==> src/rtl/dqn_fixed_pkg.sv <==
// ============================================================================
//  Package     : dqn_fixed_pkg
//  Description : Shared Q6.10 fixed-point constants, typedefs and the MAC
//                sequencer state encoding used by neuron_mac and later layers.
//  Revision    : 1.0  initial release
// ============================================================================
`default_nettype none

package dqn_fixed_pkg;

    // Q6.10 format
    localparam int Q_DATA_W   = 16;
    localparam int Q_FRAC     = 10;
    localparam logic [15:0] Q_ONE = 16'h0400;
    localparam logic [15:0] Q_MAX = 16'h7FFF;
    localparam logic [15:0] Q_MIN = 16'h8000;
    localparam int ROUND_HALF = 512;

    // Accumulator: 32-bit Q12.20 product plus 8 guard bits (up to 256 terms)
    localparam int MAC_ACC_W  = 40;

    typedef logic signed [Q_DATA_W-1:0]  q6_10_t;
    typedef logic signed [MAC_ACC_W-1:0] acc_t;

    typedef enum logic [1:0] {
        S_IDLE  = 2'd0,
        S_ACCUM = 2'd1,
        S_FINAL = 2'd2,
        S_HOLD  = 2'd3
    } mac_state_t;

endpackage

`default_nettype wire

==> src/rtl/fxp_round_sat.sv <==
// ============================================================================
//  Module      : fxp_round_sat
//  Description : Combinational round-half-up, arithmetic right shift by FRAC
//                and narrowing of a wide accumulator to a DATA_W result.
//                With MAC_SAT_EN defined the result is clamped to the signed
//                DATA_W range and sat_o flags the clamp; otherwise the result
//                wraps (two's complement) and sat_o is tied low.
//  Ports       : acc_i  in  ACC_W   signed accumulator (FRAC*2 binary point
//                                   already aligned by the caller)
//                z_o    out DATA_W  rounded / narrowed result
//                sat_o  out 1       result was clamped
//  Macro       : MAC_SAT_EN
//  Revision    : 1.0  initial release
// ============================================================================
`default_nettype none

module fxp_round_sat
    import dqn_fixed_pkg::*;
#(
    parameter int ACC_W  = MAC_ACC_W,
    parameter int DATA_W = Q_DATA_W,
    parameter int FRAC   = Q_FRAC
) (
    input  logic signed [ACC_W-1:0]  acc_i,
    output logic signed [DATA_W-1:0] z_o,
    output logic                     sat_o
);

    localparam int RW = ACC_W - FRAC;
    localparam logic [ACC_W-1:0] HALF = ACC_W'(1) << (FRAC - 1);

    logic [ACC_W-1:0] sum;
    logic [RW-1:0]    r;
    logic             unused_frac;

    assign sum = acc_i + HALF;
    // Dropping the low FRAC bits is the arithmetic shift; sign is preserved
    // because the kept field still carries the accumulator MSB.
    assign r           = sum[ACC_W-1:FRAC];
    assign unused_frac = ^sum[FRAC-1:0];

`ifdef MAC_SAT_EN
    logic [RW-DATA_W:0] hi;
    logic               fits;

    // Value fits when every bit above the result sign bit equals that sign.
    assign hi   = r[RW-1:DATA_W-1];
    assign fits = (&hi) | ~(|hi);

    always_comb begin
        z_o   = r[DATA_W-1:0];
        sat_o = 1'b0;
        if (!fits) begin
            sat_o = 1'b1;
            z_o   = r[RW-1] ? {1'b1, {(DATA_W-1){1'b0}}}
                            : {1'b0, {(DATA_W-1){1'b1}}};
        end
    end
`else
    logic unused_hi;

    assign unused_hi = ^r[RW-1:DATA_W];
    assign z_o       = r[DATA_W-1:0];
    assign sat_o     = 1'b0;
`endif

endmodule

`default_nettype wire

==> src/rtl/neuron_mac.sv <==
// ============================================================================
//  Module      : neuron_mac
//  Description : Streams N_INPUTS x/w pairs, accumulates sum(x*w) + bias in
//                Q12.20, then rounds and narrows to Q6.10 for the sigmoid
//                stage. act_ctrl = 4'b1111 while the result is presented.
//  Ports       : clk, rst_n        clock, async active-low reset
//                start, bias       begin neuron / bias (latched in IDLE)
//                in_valid/in_ready x/w pair handshake; x, w operands
//                out_valid/out_ready result handshake; z result, sat clamp
//                act_ctrl          activation stage control
//                busy              sequencer not idle
//  Macro       : MAC_SAT_EN  (clamp + sat flag; undefined = wrap, sat = 0)
//  Revision    : 1.0  initial release
// ============================================================================
`default_nettype none

module neuron_mac
    import dqn_fixed_pkg::*;
#(
    parameter int N_INPUTS = 4,
    parameter int DATA_W   = Q_DATA_W,
    parameter int FRAC     = Q_FRAC,
    parameter int ACC_W    = MAC_ACC_W
) (
    input  logic              clk,
    input  logic              rst_n,
    input  logic              start,
    input  logic [DATA_W-1:0] bias,
    input  logic              in_valid,
    output logic              in_ready,
    input  logic [DATA_W-1:0] x,
    input  logic [DATA_W-1:0] w,
    output logic              out_valid,
    input  logic              out_ready,
    output logic [DATA_W-1:0] z,
    output logic [3:0]        act_ctrl,
    output logic              sat,
    output logic              busy
);

    localparam int CNT_W = (N_INPUTS > 1) ? $clog2(N_INPUTS) : 1;
    localparam logic [CNT_W-1:0] LAST_CNT = CNT_W'(N_INPUTS - 1);
    localparam int PROD_W = 2 * DATA_W;

    mac_state_t        state_q, state_d;
    logic [ACC_W-1:0]  acc_q,   acc_d;
    logic [CNT_W-1:0]  cnt_q,   cnt_d;
    logic [DATA_W-1:0] bias_q,  bias_d;
    logic [DATA_W-1:0] z_q,     z_d;
    logic              sat_q,   sat_d;

    logic              beat;
    logic [PROD_W-1:0] prod;
    logic [ACC_W-1:0]  prod_ext;
    logic [ACC_W-1:0]  total;
    logic [DATA_W-1:0] rs_z;
    logic              rs_sat;

    // Multiplying the sign-extended operands and keeping the low 2*DATA_W
    // bits gives the exact signed product.
    assign prod     = {{DATA_W{x[DATA_W-1]}}, x} * {{DATA_W{w[DATA_W-1]}}, w};
    assign prod_ext = {{(ACC_W-PROD_W){prod[PROD_W-1]}}, prod};

    // Bias moved onto the product binary point (FRAC -> 2*FRAC).
    assign total = acc_q + {{(ACC_W-DATA_W-FRAC){bias_q[DATA_W-1]}},
                            bias_q, {FRAC{1'b0}}};

    fxp_round_sat #(
        .ACC_W  (ACC_W),
        .DATA_W (DATA_W),
        .FRAC   (FRAC)
    ) u_round_sat (
        .acc_i (total),
        .z_o   (rs_z),
        .sat_o (rs_sat)
    );

    assign in_ready  = (state_q == S_ACCUM);
    assign beat      = in_valid && in_ready;
    assign out_valid = (state_q == S_HOLD);
    assign act_ctrl  = out_valid ? 4'b1111 : 4'b0000;
    assign busy      = (state_q != S_IDLE);
    assign z         = z_q;
    assign sat       = sat_q;

    always_comb begin
        state_d = state_q;
        acc_d   = acc_q;
        cnt_d   = cnt_q;
        bias_d  = bias_q;
        z_d     = z_q;
        sat_d   = sat_q;
        case (state_q)
            S_IDLE: begin
                if (start) begin
                    bias_d  = bias;
                    acc_d   = '0;
                    cnt_d   = '0;
                    state_d = S_ACCUM;
                end
            end
            S_ACCUM: begin
                if (beat) begin
                    acc_d = acc_q + prod_ext;
                    cnt_d = cnt_q + 1'b1;
                    if (cnt_q == LAST_CNT) begin
                        state_d = S_FINAL;
                    end
                end
            end
            S_FINAL: begin
                z_d     = rs_z;
                sat_d   = rs_sat;
                state_d = S_HOLD;
            end
            S_HOLD: begin
                if (out_ready) begin
                    state_d = S_IDLE;
                end
            end
            default: state_d = S_IDLE;
        endcase
    end

    always_ff @(posedge clk or negedge rst_n) begin
        if (!rst_n) begin
            state_q <= S_IDLE;
            acc_q   <= '0;
            cnt_q   <= '0;
            bias_q  <= '0;
            z_q     <= '0;
            sat_q   <= 1'b0;
        end else begin
            state_q <= state_d;
            acc_q   <= acc_d;
            cnt_q   <= cnt_d;
            bias_q  <= bias_d;
            z_q     <= z_d;
            sat_q   <= sat_d;
        end
    end

endmodule

`default_nettype wire

==> config.mk <==
export PLATFORM = sky130hd
export DESIGN_NAME = neuron_mac
export DESIGN_NICKNAME = d
export VERILOG_FILES = /design/src/rtl/dqn_fixed_pkg.sv /design/src/rtl/fxp_round_sat.sv /design/src/rtl/neuron_mac.sv
export SDC_FILE = /design/constraint.sdc
export NUM_CORES = 1
export LEC_CHECK = 0
export BUFFER_PORTS_ARGS = -buffer_cell sky130_fd_sc_hd__buf_4
export CORE_MARGIN = 2
export CORE_UTILIZATION = 52
export CTS_BUF_LIST = sky130_fd_sc_hd__clkbuf_8
export CTS_CLUSTER_DIAMETER = 40
export CTS_CLUSTER_SIZE = 30
export DETAILED_ROUTE_END_ITERATION = 12
export PLACE_DENSITY = 0.79
export REMOVE_ABC_BUFFERS = 1
export SKIP_LAST_GASP = 1
export SLEW_MARGIN = 10
export SYNTH_ARGS = -nofsm -noshare
export SYNTH_HDL_FRONTEND = slang
export SYNTH_SLANG_ARGS = --single-unit
export TNS_END_PERCENT = 50
==> constraint.sdc <==
create_clock -name clk -period 5.59 [get_ports clk]
set_input_delay 0.8385 -clock clk [delete_from_list [all_inputs] [get_ports clk]]
set_output_delay 0.8385 -clock clk [all_outputs]
set_load 0.01 [all_outputs]
==> results of run 1 <==
flip-flops by register name, indices dropped and copies added (netlist names):
name and flops:
acc_q 26, cnt_q 2, bias_q 16, z 16, state_q 2
metal layers:
metal	vias to the layer above	GRT usage (%)
li1	4919	-
met1	5257	31.8
met2	331	44.6
met3	95	3.43
met4	0	8.85
met5	-	0
worst register-to-register path: stages (launching register included):
cell	delay [ns]
dfrtp_1	0.35
ha_1	0.19
inv_1	0.06
fa_1	0.40
and2b_1	0.22
o21ai_2	0.07
a21oi_4	0.16
o21ai_2	0.12
o211a_1	0.26
or3_1	0.32
nor3b_2	0.18
or3b_1	0.36
a32o_1	0.25
Yosys cell counts (all sizes together) (9+ instances only):
cell type and count:
xnor2 52, a21o 17, ha 121, xor2 16, nand2 159, inv 304, clkbuf 39, a21oi 50
nor2b 9, fa 211, nand2b 15, o21a 11, or3 9, and2 116, nand3 20, mux2 26
o21ai 49, nor2 41, nor3 14, dfrtp 62
cells by family after synthesis:
family	Yosys count	synth area share [%]
AO/OA/AOI/OAI	176	8.91
adder cells (fa/ha/maj)	332	45.2
flip-flops	62	12.2
buffers and inverters	348	10.4
XOR/XNOR	69	4.87
AND/OR/NAND/NOR	404	15.7
multiplexers	29	2.54
other	1	0.0296
through the flow:
step                std cells  hold WS (ns)
floorplan                1377         0.456
global placement         1964         0.468
detailed placement       1964         0.481
CTS                      1996         0.498
global route             2006         0.526
finish                   2006         0.496
final timing paths:
kind	start	to	slack, ns	cells after the start
setup / recovery	x[6]	acc_q[24]$_DFFE_PN0P_	-1.78	30
hold / removal	acc_q[8]$_DFFE_PN0P_	acc_q[8]$_DFFE_PN0P_	0.50	2
setup reg to reg	acc_q[0]$_DFFE_PN0P_	acc_q[24]$_DFFE_PN0P_	2.54	12
hold reg to reg	acc_q[8]$_DFFE_PN0P_	acc_q[8]$_DFFE_PN0P_	0.50	2
max in group asynchronous	rst_n	state_q[1]$_DFFE_PN0P_	4.49	1
min in group asynchronous	rst_n	z[14]$_DFFE_PN0P_	0.56	1
final cells by class:
| class | instances | area (sq um) | share of cell area [%] |
|---|---|---|---|
| Sequential cell | 62 | 1550 | 9.77 |
| Clock buffer | 10 | 138 | 0.867 |
| Tap cell | 324 | 405 | 2.55 |
| Inverter | 304 | 1140 | 7.19 |
| Timing Repair Buffer | 290 | 2310 | 14.5 |
| Clock inverter | 5 | 51.3 | 0.323 |
| Multi-Input combinational cell | 1011 | 10300 | 64.8 |
what timing repair did:
| action | in CTS | in global routing |
|---|---|---|
| setup endpoints to repair | 17 | 19 |
| pin swaps | 99 | 43 |
| buffers inserted | 17 | 13 |
| gates resized for setup | 100 | 51 |
==> impl_metrics.json, run 1 <==
{
  "status": "finished, violations left",
  "violations": "negative setup slack",
  "min_path_type": "reg -> reg",
  "topRoutingLayerUsed": "met4",
  "numCtsBuffers": 9,
  "area_growth_pct": 25.2,
  "fin_skew_ns": 0.0123,
  "grt_overflow": 0,
  "grt_antenna_before_repair": 0,
  "grt_pass1_vias": 11500,
  "crit_arrival_ns": 7.61,
  "setup_viol": 17,
  "final_common_cell": "inv_1",
  "diodes": 0,
  "route.met2.wl_um": 16300,
  "syn_inst": 1421,
  "synthArstFlopShare_pct": 100,
  "synth_area_per_cell_sq_um": 8.93,
  "antenna_left": 0,
  "cts_tree": "built",
  "synth_seq_cells": 62,
  "synth.distinct_cells": 56,
  "required_ns": 5.83,
  "core.rowCount": 57,
  "critPathBufInv": 6,
  "synth_edf_count": 0,
  "yosys_warnings": 0,
  "via_per_inst": 5.29,
  "path_class": "in -> reg",
  "die_w_um": 160,
  "numPortBuffers": 75,
  "routedWlPerCell_um": 16.0,
  "clk_latency_ns": 0.35,
  "cts_max_level": 3,
  "slew_headroom_pct": 28.6,
  "worstSetupEndpointType": "register",
  "fin_util_pct": 65.9,
  "final_hold_viol_count": 0,
  "clockBufferDepth": 2,
  "drive_above_1_share_pct": 26.2,
  "worst_pin_slew_ns": 1.07,
  "place_hpwl_um": 24900,
  "start_util_pct": 52.6,
  "final_cell_mix": "inv_1, buf_4, fa_1",
  "cp_top_family": "adder cells",
  "synth_top_area_share_pct": 33.3,
  "core_sq_um": 24100,
  "dpl_cell_area_sq_um": 14900,
  "fin_nets": 2063,
  "worst_slack_ns": -1.78,
  "crit_fanout": 5,
  "wl_met3_um": 1430,
  "netlist_area_sq_um": 12700,
  "yosysSeqAreaShare_pct": 12.2,
  "grt_max_degree": 63,
  "final_area_sq_um": 15900,
  "timing.setup.tns_ns": -20.26,
  "pre_cts_ws_ns": -2.39,
  "fin_crit_sh_pct": 132,
  "fp.dieArea_sq_um": 25700,
  "ys_top_cells_by_area": "fa_1, dfrtp_1, ha_1",
  "drtIter0Drc": 594,
  "crit_path_top_delay_cell": "fa_1",
  "num_vias": 10600,
  "fillers": 1810,
  "clock-root-buffer": "clkbuf_8",
  "cpMostUsedCell": "fa_1",
  "drv_cap": 0,
  "grt_usage_pct": 25.2,
  "synth_top_area_cell": "fa_1",
  "gp_congestion": 0.882,
  "critPathLaunchType": "primary input",
  "period_minus_slack_ns": 7.37,
  "ios": 77,
  "clk_pin_slew_ns": 0.08,
  "clkSinkCount": 62,
  "drv_slew": 0,
  "rsz0062_at_grt": "yes",
  "grt_pass1_wl_um": 53100,
  "synthFlopType": "dfrtp_1",
  "timing.fmax_ghz": 0.136,
  "drt-met1-wl_um": 13200,
  "drc_errors": 0,
  "postRouteWirelength_um": 32100,
  "die_h_um": 160,
  "hold_buffers": 0,
  "critPathMaxStageDelay_ns": 0.54,
  "firstDrtPassIters": 5
}
Power of run 1 is not shown: default switching activity piles up to over one toggle a cycle in this logic, so the estimate is an artifact.
==> run 2: changes to the inputs <==
--- a/config.mk
+++ b/config.mk
@@ -5,6 +5,7 @@
 export SDC_FILE = /design/constraint.sdc
 export NUM_CORES = 1
 export LEC_CHECK = 0
+export ABC_AREA = 1
 export BUFFER_PORTS_ARGS = -buffer_cell sky130_fd_sc_hd__buf_4
 export CORE_MARGIN = 2
 export CORE_UTILIZATION = 52
==> run 2 against run 1 <==
  * The flow still finishes with violations (negative setup slack)
  * Synthesized area grew 5.8%
  * Critical path depth is 2 higher
  * Wire length increased by 17%
  * Synthesized cell count rose by 26%
  * Die area up 5.7%
  * Sequential share of layout area fell by 0.68 points
  * Sequential cell count stayed put
  * Non-clock buffer count up 7
  * Clock skew is 0.00085 ns lower
  * Worst hold slack got worse by 0.0033 ns
==> impl_metrics.json, run 2 <==
{
  "clk_pin_slew_ns": 0.07,
  "holdCritStartpoint": "z[1]$_DFFE_PN0P_",
  "synth.distinct_cells": 47,
  "ff2ff_path_depth": 14,
  "synth_seq_cells": 62,
  "cts_tree": "built",
  "gp_congestion": 0.958,
  "status": "finished, violations left",
  "slew_headroom_pct": 39.6,
  "grt_max_degree": 63,
  "fin_crit_sh_pct": 122,
  "via_per_inst": 5.19,
  "diodes": 0,
  "final_cell_mix": "inv_1, nand2_1, buf_4",
  "path_class": "in -> reg",
  "numPortBuffers": 75,
  "drtIter0Drc": 857,
  "synthArstFlopShare_pct": 100,
  "place_hpwl_um": 28100,
  "min_path_type": "reg -> reg",
  "clockBufferDepth": 2,
  "drv_slew": 0,
  "largest-register": "acc_q",
  "ys_top_cells_by_area": "fa_1, inv_1, nand2_1",
  "synthMuxAreaShare_pct": 1.17,
  "synth_top_area_share_pct": 31.5,
  "rsz0062_at_grt": "yes",
  "worstSetupEndpointType": "register",
  "synthSimpleGateAreaFrac_pct": 18.7,
  "required_ns": 5.84,
  "crit_fanout": 5,
  "syn_inst": 1797,
  "synth_edf_count": 0,
  "drv_cap": 0,
  "r2r-start": "acc_q[0]$_DFFE_PN0P_",
  "synth_compound_area_share_pct": 8.32,
  "core_sq_um": 25300,
  "worst_slack_ns": -1.25,
  "violations": "negative setup slack",
  "fin_nets": 2428,
  "r2r-end": "acc_q[18]$_DFFE_PN0P_",
  "core.rowCount": 58,
  "synthFlopType": "dfrtp_1",
  "grt_usage_pct": 27.8,
  "largest_reg_flops": 26,
  "netlist_area_sq_um": 13400,
  "clkSinkCount": 62,
  "cpMostUsedCell": "fa_1",
  "setup_viol": 18,
  "timing.setup.tns_ns": -15.50,
  "area_growth_pct": 27.2,
  "grt_pass1_vias": 12900,
  "ios": 77,
  "fin_skew_ns": 0.0115,
  "die_h_um": 165,
  "crit_path_top_delay_cell": "fa_1",
  "antenna_left": 0,
  "fp.dieArea_sq_um": 27100,
  "timing.fmax_ghz": 0.146,
  "final_common_cell": "inv_1",
  "grt_overflow": 0,
  "firstDrtPassIters": 5,
  "clk_latency_ns": 0.36,
  "routedWlPerCell_um": 15.7,
  "yosysSeqAreaShare_pct": 11.6,
  "grt_pass1_wl_um": 60300,
  "synth_commonest_cells": "inv_1, nand2_1, fa_1",
  "drc_errors": 0,
  "postRouteWirelength_um": 37400,
  "period_minus_slack_ns": 6.84,
  "hold_path_depth": 2,
  "critPathLaunchType": "primary input",
  "synth_area_per_cell_sq_um": 7.47,
  "cts_max_level": 3,
  "holdPathEnd": "z[1]$_DFFE_PN0P_",
  "die_w_um": 165,
  "rrSetupSlack_ns": 3.25,
  "final_hold_viol_count": 0,
  "synthXorXnorAreaFrac_pct": 1.96,
  "drive_above_1_share_pct": 25.6,
  "grt_antenna_before_repair": 0,
  "numCtsBuffers": 9,
  "worst_pin_slew_ns": 0.905,
  "start_util_pct": 53.2,
  "yosysMostFrequentCell": "inv_1",
  "clock-root-buffer": "clkbuf_8",
  "synth_fa_ha_area_share_pct": 42.7,
  "yosys_warnings": 0,
  "synth_top_family_by_area": "adder cells",
  "synth_top_area_cell": "fa_1",
  "critPathMaxStageDelay_ns": 0.59,
  "crit_arrival_ns": 7.09,
  "num_vias": 12300
}
==> run 2: cell types whose count changed in the layout (fill, tap and decap cells not counted), moves of 22 or more <==
cell and change:
xnor2_1 -35, nand2_2 +22, nand3_1 +30, inv_1 +161
nand2_1 +286, a21oi_1 +22, and2_1 -103
==> run 2: final cells by class <==
cell class	instances	area, sq um
clock buffer	11	151
inverter	481	1810
multi-input combinational	1192	10700
timing repair buffer	297	2420
sequential	62	1550
tap	330	413
fill	1923	8190
clock inverter	5	50.0
==> run 2: per-layer routing <==
metal | up-vias | wire length [um] | track usage, % | share of wire, %
li1 | 5809 | - | - | -
met1 | 5991 | 15100 | 34.6 | 40
met2 | 417 | 18900 | 49.8 | 51
met3 | 128 | 1950 | 3.49 | 5.2
met4 | 0 | 1480 | 9.72 | 4.0
met5 | - | 0 | 0 | 0
==> run 2: worst max-delay path by stage <==
stage	startpoint	endpoint	slack [ns]
global placement	w[15]	acc_q[25]$_DFFE_PN0P_	-1.83
finish	w[15]	acc_q[25]$_DFFE_PN0P_	-1.25
detailed placement	w[15]	acc_q[25]$_DFFE_PN0P_	-1.88
global route	w[15]	acc_q[22]$_DFFE_PN0P_	-1.46
floorplan	w[15]	acc_q[25]$_DFFE_PN0P_	-1.39
CTS	w[3]	acc_q[25]$_DFFE_PN0P_	-1.12
==> run 2: repair_timing <==
item / CTS / global route
gates resized for setup: 112 / 147
setup endpoints to repair: 18 / 19
buffers inserted: 12 / 16
hold buffers: 0 / 0
cloned: 0 / 0
pin swaps: 81 / 78
==> run 2: metrics by stage <==
stage          hold WS (ns)  util [%]  area, sq um  instances  setup slack (ns)
3_5_place_dp          0.474      61.7        15600       2334             -1.88
6_report              0.493      67.6        17100       2378             -1.25
4_1_cts               0.496      64.9        16400       2362             -1.12
5_1_grt               0.521      67.6        17100       2378             -1.46
2_1_floorplan         0.455         -        13200       1735             -1.39
3_3_place_gp          0.470      61.7        15600       2334             -1.83
==> run 2: kinds of logic (layout without fill, tap and decap cells) <==
logic type                 after synthesis  count (layout)
adders and majority gates              332             332
xor gates and xnor gates                30              30
buffers and inverters                  543             794
other                                    1               1
and+or+nand+nor                        618             618
muxes                                   14              14
DFF                                     62              62
AOI/OAI and AO/OA                      197             197
==> run 2: worst max-delay path: cells and delay by family <==
family	cells	cell delay [ns]
compound gates	1	0.07
xor+xnor	1	0.13
simple gates	14	1.52
fa+ha+maj	8	3.67
buf+inv	8	0.86
Power of run 2 is left out for the same reason.
==> run 3: changes to the inputs <==
--- a/config.mk
+++ b/config.mk
@@ -15,6 +15,7 @@
 export DETAILED_ROUTE_END_ITERATION = 12
 export PLACE_DENSITY = 0.79
 export REMOVE_ABC_BUFFERS = 1
+export SKIP_CTS_REPAIR_TIMING = 1
 export SKIP_LAST_GASP = 1
 export SLEW_MARGIN = 10
 export SYNTH_ARGS = -nofsm -noshare
==> run 3 against run 2 <==
  * The flow still finishes with violations (negative setup slack)
  * Sequential share of layout area increased by 0.072 points
  * Maximum frequency is 1.8% higher
  * Die area did not move
  * Critical path type unchanged
  * Largest cell class unchanged
==> impl_metrics.json, run 3 (synthesis gave the netlist of run 2 again) <==
{
  "grt_antenna_before_repair": 0,
  "drtIter0Drc": 814,
  "fillers": 1911,
  "fin_util_pct": 67.1,
  "clk_pin_slew_ns": 0.07,
  "drv_cap": 0,
  "die_w_um": 165,
  "r2r-start": "acc_q[0]$_DFFE_PN0P_",
  "required_ns": 5.84,
  "core.rowCount": 58,
  "setup_viol": 18,
  "drive_above_1_share_pct": 24.9,
  "firstDrtPassIters": 6,
  "start_util_pct": 53.2,
  "path_class": "in -> reg",
  "die_h_um": 165,
  "core_sq_um": 25300,
  "slew_headroom_pct": 40.8,
  "rsz0062_at_grt": "yes",
  "via_per_inst": 5.21,
  "clockBufferDepth": 2,
  "grt_usage_pct": 26.3,
  "worstSetupEndpointType": "register",
  "antenna_left": 0,
  "fin_skew_ns": 0.0111,
  "fin_nets": 2417,
  "grt_pass1_wl_um": 57500,
  "holdCritStartpoint": "z[1]$_DFFE_PN0P_",
  "numCtsBuffers": 9,
  "final_common_cell": "inv_1",
  "violations": "negative setup slack",
  "clock-root-buffer": "clkbuf_8",
  "timing.fmax_ghz": 0.149,
  "critPathMaxStageDelay_ns": 0.56,
  "routedWlPerCell_um": 15.8,
  "ios": 77,
  "worst_pin_slew_ns": 0.888,
  "cp_top_family": "adder cells",
  "ff2ff_path_depth": 15,
  "hold_path_depth": 2,
  "rrSetupSlack_ns": 3.28,
  "diodes": 0,
  "num_vias": 12300,
  "crit_fanout": 6,
  "grt_pass1_vias": 12500,
  "drv_slew": 0,
  "period_minus_slack_ns": 6.72,
  "cts_max_level": 3,
  "final_cell_mix": "inv_1, nand2_1, buf_4",
  "fin_crit_sh_pct": 120,
  "status": "finished, violations left",
  "holdPathEnd": "z[1]$_DFFE_PN0P_",
  "critPathLaunchType": "primary input",
  "cpMostUsedCell": "fa_1",
  "fp.dieArea_sq_um": 27100,
  "largest-register": "acc_q",
  "crit_path_top_delay_cell": "fa_2",
  "gp_congestion": 0.958,
  "dpl_cell_area_sq_um": 15600,
  "drc_errors": 0,
  "final_area_sq_um": 16900,
  "cts_tree": "built",
  "grt_max_degree": 63,
  "timing.setup.tns_ns": -15.95,
  "clkSinkCount": 62,
  "area_growth_pct": 26.2,
  "final_hold_viol_count": 0,
  "clk_latency_ns": 0.35,
  "numPortBuffers": 75,
  "largest_reg_flops": 26,
  "min_path_type": "reg -> reg",
  "r2r-end": "acc_q[16]$_DFFE_PN0P_",
  "place_hpwl_um": 28100,
  "worst_slack_ns": -1.13,
  "postRouteWirelength_um": 37400,
  "crit_arrival_ns": 6.97,
  "critPathBufInv": 9,
  "grt_overflow": 0
}
-- run 3: how the worst max path moves through the flow --
stage          start               endpoint  slack, ns  cells past startpoint
2_1_floorplan  w[15]  acc_q[25]$_DFFE_PN0P_      -1.39                     28
3_3_place_gp   w[15]  acc_q[25]$_DFFE_PN0P_      -1.83                     29
3_5_place_dp   w[15]  acc_q[25]$_DFFE_PN0P_      -1.88                     31
4_1_cts        w[15]  acc_q[25]$_DFFE_PN0P_      -1.53                     31
5_1_grt        w[15]  acc_q[19]$_DFFE_PN0P_      -1.41                     29
6_report       w[15]  acc_q[25]$_DFFE_PN0P_      -1.13                     30
-- run 3: stage by stage --
stage / setup slack [ns] / hold WS, ns / std cells
global route: -1.41 / 0.521 / 2367
global placement: -1.83 / 0.470 / 2334
finish: -1.13 / 0.493 / 2367
CTS: -1.53 / 0.496 / 2350
floorplan: -1.39 / 0.455 / 1735
detailed placement: -1.88 / 0.474 / 2334
-- run 3: per-layer routing --
layer | GRT usage, % | wire [um] | up-vias | part of all wire (%)
li1 | - | - | 5787 | -
met1 | 34.2 | 14700 | 5930 | 39
met2 | 45.0 | 19100 | 490 | 51
met3 | 4.29 | 2140 | 135 | 5.7
met4 | 8.30 | 1420 | 0 | 3.8
met5 | 0 | 0 | - | 0
-- run 3: worst register-to-register path, cell delays in order (launching register included) --
cell and delay [ns]:
dfrtp_1 0.36, ha_1 0.20, inv_1 0.08, fa_1 0.40, inv_1 0.07, nand3_1 0.06, nand2_1 0.14, nand2_1 0.10
nand2_2 0.09, a21oi_4 0.08, o21ai_4 0.21, nand2_1 0.08, nand2_1 0.09, a21oi_1 0.08, o21ai_1 0.10, nand2_1 0.06
-- run 3: layout make-up --
cell class | instances | area, sq um | share of cell area [%]
Multi-Input combinational cell | 1192 | 10600 | 62.8
Timing Repair Buffer | 286 | 2330 | 13.7
Inverter | 481 | 1810 | 10.7
Sequential cell | 62 | 1550 | 9.16
Tap cell | 330 | 413 | 2.44
Clock buffer | 11 | 151 | 0.894
Clock inverter | 5 | 50.0 | 0.296
Power of run 3 is left out for the same reason.
